`src/rtl/sad_min_selector.sv`:
```
// Block-matching minimum selector: sums ROWS row-SADs per search candidate and keeps the
// lowest block SAD with its motion vector, then offers the result over a valid/ready handshake.
module sad_min_selector #(
  parameter int ROWS  = 16,
  parameter int RANGE = 8,
  parameter int SW    = 12 + $clog2(ROWS),
  parameter int MW    = $clog2(RANGE) + 1
) (
  input  logic          clk,
  input  logic          reset,
  input  logic          start,
  input  logic          sad_valid,
  input  logic [11:0]   sad_in,
  output logic          sad_ready,
  output logic          mv_valid,
  input  logic          mv_ready,
  output logic [MW-1:0] mv_x,
  output logic [MW-1:0] mv_y,
  output logic [SW-1:0] min_sad
);

  localparam int RW = $clog2(ROWS);
  localparam int CW = 2 * MW;  // candidate index = {dy field, dx field}
  localparam logic [MW-1:0] OFS      = MW'(RANGE);
  localparam logic [RW-1:0] LAST_ROW = RW'(ROWS - 1);

  localparam logic [1:0] S_IDLE = 2'd0;
  localparam logic [1:0] S_ACC  = 2'd1;
  localparam logic [1:0] S_DONE = 2'd2;

  logic [1:0]    r_state;
  logic [RW-1:0] r_row;
  logic [CW-1:0] r_cand;
  logic [SW-1:0] r_acc;
  logic [SW-1:0] r_min;
  logic [MW-1:0] r_best_x;
  logic [MW-1:0] r_best_y;
  logic          r_sad_ready;
  logic          r_mv_valid;

  logic          w_beat;
  logic          w_last_row;
  logic          w_last_cand;
  logic          w_better;
  logic [SW-1:0] w_total;
  logic [MW-1:0] w_dx;
  logic [MW-1:0] w_dy;

  assign w_beat      = sad_valid && r_sad_ready;
  assign w_last_row  = (r_row == LAST_ROW);
  assign w_last_cand = &r_cand;
  assign w_total     = r_acc + SW'(sad_in);
  // Strict compare keeps the earlier candidate on ties; candidate 0 always seeds the minimum.
  assign w_better    = (w_total < r_min) || (r_cand == '0);
  // Field minus RANGE wraps into the signed range -RANGE..RANGE-1.
  assign w_dx        = r_cand[MW-1:0] - OFS;
  assign w_dy        = r_cand[CW-1:MW] - OFS;

  // NOTE: all state below uses non-blocking assignments so every register samples pre-edge values.
  always_ff @(posedge clk or negedge reset) begin
    if (!reset) begin
      r_state     <= S_IDLE;
      r_row       <= '0;
      r_cand      <= '0;
      r_acc       <= '0;
      r_min       <= '0;
      r_best_x    <= '0;
      r_best_y    <= '0;
      r_sad_ready <= 1'b0;
      r_mv_valid  <= 1'b0;
    end else begin
      case (r_state)
        S_IDLE: begin
          if (start) begin
            r_state     <= S_ACC;
            r_row       <= '0;
            r_cand      <= '0;
            r_acc       <= '0;
            r_min       <= '1;
            r_best_x    <= OFS;
            r_best_y    <= OFS;
            r_sad_ready <= 1'b1;
          end
        end
        S_ACC: begin
          if (w_beat) begin
            if (w_last_row) begin
              if (w_better) begin
                r_min    <= w_total;
                r_best_x <= w_dx;
                r_best_y <= w_dy;
              end
              r_acc  <= '0;
              r_row  <= '0;
              r_cand <= r_cand + CW'(1);
              if (w_last_cand) begin
                r_state     <= S_DONE;
                r_sad_ready <= 1'b0;
                r_mv_valid  <= 1'b1;
              end
            end else begin
              r_acc <= w_total;
              r_row <= r_row + RW'(1);
            end
          end
        end
        S_DONE: begin
          if (mv_ready) begin
            r_state    <= S_IDLE;
            r_mv_valid <= 1'b0;
          end
        end
        default: begin
          r_state     <= S_IDLE;
          r_sad_ready <= 1'b0;
          r_mv_valid  <= 1'b0;
        end
      endcase
    end
  end

  assign sad_ready = r_sad_ready;
  assign mv_valid  = r_mv_valid;
  assign mv_x      = r_best_x;
  assign mv_y      = r_best_y;
  assign min_sad   = r_min;

endmodule

```
`config.mk`:
```
export PLATFORM = sky130hd
export DESIGN_NAME = sad_min_selector
export DESIGN_NICKNAME = d
export VERILOG_FILES = /design/src/rtl/sad_min_selector.sv
export SDC_FILE = /design/constraint.sdc
export NUM_CORES = 1
export LEC_CHECK = 0
export CAP_MARGIN = 20
export CORE_MARGIN = 4
export CORE_UTILIZATION = 60
export CTS_CLUSTER_SIZE = 30
export DETAILED_ROUTE_END_ITERATION = 8
export MAX_ROUTING_LAYER = met4
export PLACE_DENSITY = 0.86
export SYNTH_ARGS = -nofsm -noshare
export SYNTH_HDL_FRONTEND = slang
export SYNTH_SLANG_ARGS = --single-unit
```
`constraint.sdc`:
```
create_clock -name clk -period 5.96 [get_ports clk]
set_input_delay 1.192 -clock clk [delete_from_list [all_inputs] [get_ports clk]]
set_output_delay 1.192 -clock clk [all_outputs]
set_load 0.005 [all_outputs]
```
==> flow_summary.yaml, run 1 <==
status:
  outcome: "finished clean"
layout:
  layout-drive-gt1-share_pct: 5.04
  area_growth_pct: 17.7
  seq_area_um2: 1400
  multi_input_area_um2: 1740
  fill_cells: 398
  nNetsFinal: 424
  antennaDiodeCount: 0
routing:
  ant_nets: 0
  first_pass_iters: 4
  avgViaCountPerCell: 5.94
  routed_wl_um: 7220
  num_vias: 2653
  first_iter_violations: 200
  drcViolationCount: 0
  wl_per_cell_um: 16.1
power_and_ir_drop:
  p_per_area_nw_per_um2: 348
  sw_frac_of_total_pct: 40.0
  intPower_w: 0.000809
  seq_power_share_pct: 36.9
  pwr-share-comb_pct: 44.7
  power.switching_w: 0.000540
  leakage_nw: 1.86
  finalPower_w: 0.00135
  p_clk_share_pct: 18.4
  irDropWorstVdd_v: 0.000237
logic_synthesis:
  postSynthCellCount: 334
  synth_fp_nets: 382
  ys_ff_latch: 56
  ys_seq_area_share_pct: 42.5
  synth_top_cell_area_share_pct: 42.5
  synth_common_cells: "56 x dfrtp_1, 32 x nand2_1, 31 x inv_1"
  ys.flop_type: "dfrtp_1"
  syn_avg_cell_area_um2: 9.87
  yosysUniqueCellTypes: 45
  ys.warnings.count: 0
  synth_enable_flop_cells: 0
  synthArstFlopShare_pct: 100
  netlist_area_um2: 3300
  yosysMostFrequentCell: "dfrtp_1"
  synthTopCellsByArea: "dfrtp_1 42%, ha_1 11%, o22a_1 4.2%, a22o_1 4.0%, nand2_1 3.6%"
  synth_top_cell_by_area: "dfrtp_1"
critical_path:
  required_ps: 6190
  endpoint_kind: "flip-flop"
  worstSetupStartpointType: "input pin"
  cp.arrival_ps: 5430
  regToRegSetupSlack_ps: 1680
  crit_type: "input pin to flip-flop"
  cp_max_fo: 16
clock_network:
  cts.htree.levels: 2
  clkTransAtPathRegs_ps: 100
  cts_resized: 0
  cts_made_buffers: 5
  root_buffer: "clkbuf_8"
  postCtsSetupBuffers: 0
  postCtsHoldBufs: 0
  clkLatencyLatePin_ps: 310
  clock_tree.buffer_depth: 2
  cts_tree: "yes"
  clock_sinks: 56
timing:
  skew_ps: 7.85
  relSlewSlack_pct: 38.9
  timing.setup.tns_ps: 0
  hold_violations: 0
  setup_viol: 0
  rsz0062_at_grt: "false"
  finalWorstSetupSlack_ps: 766
  min_period_ps: 5190
  clock.fmax_mhz: 193
  tightest_slew_ps: 915
  fin_crit_sh_pct: 87.2
  slew_viol_final: 0
worst_hold_path:
  hp-class: "flip-flop to flip-flop"
placement:
  dp_slack_ps: 462
  gp_congestion: 0.954
  port_buffers: 42
  dp_hpwl_um: 5390
global_routing:
  track_usage_pct: 24.5
  grt_max_degree: 57
  antenna_found_initial: 0
  overflow: 0
  grt_pass1_vias: 2621
  grt_first_pass_wirelength_um: 12300
die:
  die_height_um: 82.1
  io_pins: 43
  core_region_area_um2: 5200
  dieWidth_um: 82.1
  rows: 26
  start_util_pct: 63.4
  die-area_um2: 6750
job:
  drv_cap: 0
[cell usage in the layout (no fill, tap or decap), types with 6 or more instances in the layout]
cell / n
a21o_1: 8
a21oi_1: 19
a22o_1: 15
clkdlybuf4s50_1: 41
dfrtp_1: 56
ha_1: 30
inv_1: 31
mux2i_1: 7
nand2_1: 32
nand3_1: 6
nand4_1: 6
nor2_1: 18
o21ai_0: 18
o22a_1: 16
xnor2_1: 6
xor2_1: 10
[per-stage QoR]
step | area (µm²) | utilization, % | cells | hold WS [ps]
floorplan | 3300 | - | 334 | 451
global route | 3880 | 74.6 | 447 | 537
CTS | 3880 | 74.6 | 447 | 510
detailed placement | 3770 | 72.5 | 439 | 495
finish | 3880 | 74.6 | 447 | 506
global placement | 3770 | 72.5 | 439 | 477
[cell families (layout without fill, tap and decap cells)]
family          Yosys count  in the layout  synth area share [%]
compound gates           98             98                  21.4
simple gates             84             84                  12.2
flops                    56             56                  42.5
buf+inv                  40             83                  4.89
fa+ha+maj                31             31                  12.0
xor+xnor                 16             16                  4.25
mux                       9              9                  2.81
[worst paths after layout]
path	startpoint	end	cells past startpoint
max reg2reg	r_acc[0]	mv_y[1]	15
min reg2reg	r_row[3]	r_row[3]	1
max	sad_in[0]	mv_y[1]	16
min in group asynchronous	reset	r_acc[9]	2
max in group asynchronous	reset	r_cand[7]	2
min	r_row[3]	r_row[3]	1
[final cells by class]
cell class              instances  share of cell area, %
repair buffers                 44                   11.1
clock inverters                 3                   1.10
well taps                      70                   2.26
inverters                      31                   3.00
multi-input cells             238                   44.7
clock buffers                   5                   1.77
flip-flops and latches         56                   36.1
[layer usage]
layer | global-route usage [%] | part of all wire [%] | wire, µm
met3 | 4.01 | 4.6 | 332
met5 | - | 0 | 0
met2 | 40.1 | 48 | 3450
met4 | 3.82 | 0.57 | 41
met1 | 32.9 | 47 | 3390
[state kept, by name (all words and copies together) (netlist names)]
| name | flops |
|---|---|
| mv_valid | 1 |
| r_acc | 16 |
| mv_y | 4 |
| r_row | 4 |
| r_state | 2 |
| sad_ready | 1 |
| min_sad | 16 |
| r_cand | 8 |
| mv_x | 4 |
[power by group through the flow]
| stage | Sequential, W | Clock (W) | Combinational, W |
|---|---|---|---|
| floorplan | 0.000485 | 0 | 0.000454 |
| global placement | 0.000501 | 0 | 0.000583 |
| detailed placement | 0.000504 | 0 | 0.000598 |
| CTS | 0.000498 | 0.000252 | 0.000600 |
| global route | 0.000509 | 0.000272 | 0.000674 |
| finish | 0.000499 | 0.000248 | 0.000603 |
[critical path, cell delays in order]
cell             delay, ps
clkdlybuf4s50_1        410
ha_1                   240
fa_1                   440
a211oi_1               370
nor4b_1                120
o211ai_1               250
a21oi_1                120
xor2_1                 240
ha_1                   290
a21o_1                 190
a221oi_2               310
o211a_1                180
o21ai_1                 90
a21oi_2                420
buf_4                  330
mux2i_1                210
No activity file was read; power rests on OpenSTA's default activity.
==> run 2, diff against run 1 <==
SKIP_CTS_REPAIR_TIMING = 1   (was unset)
==> results of run 2 <==
Final layout, timing and power as in run 1 (identical DEF).
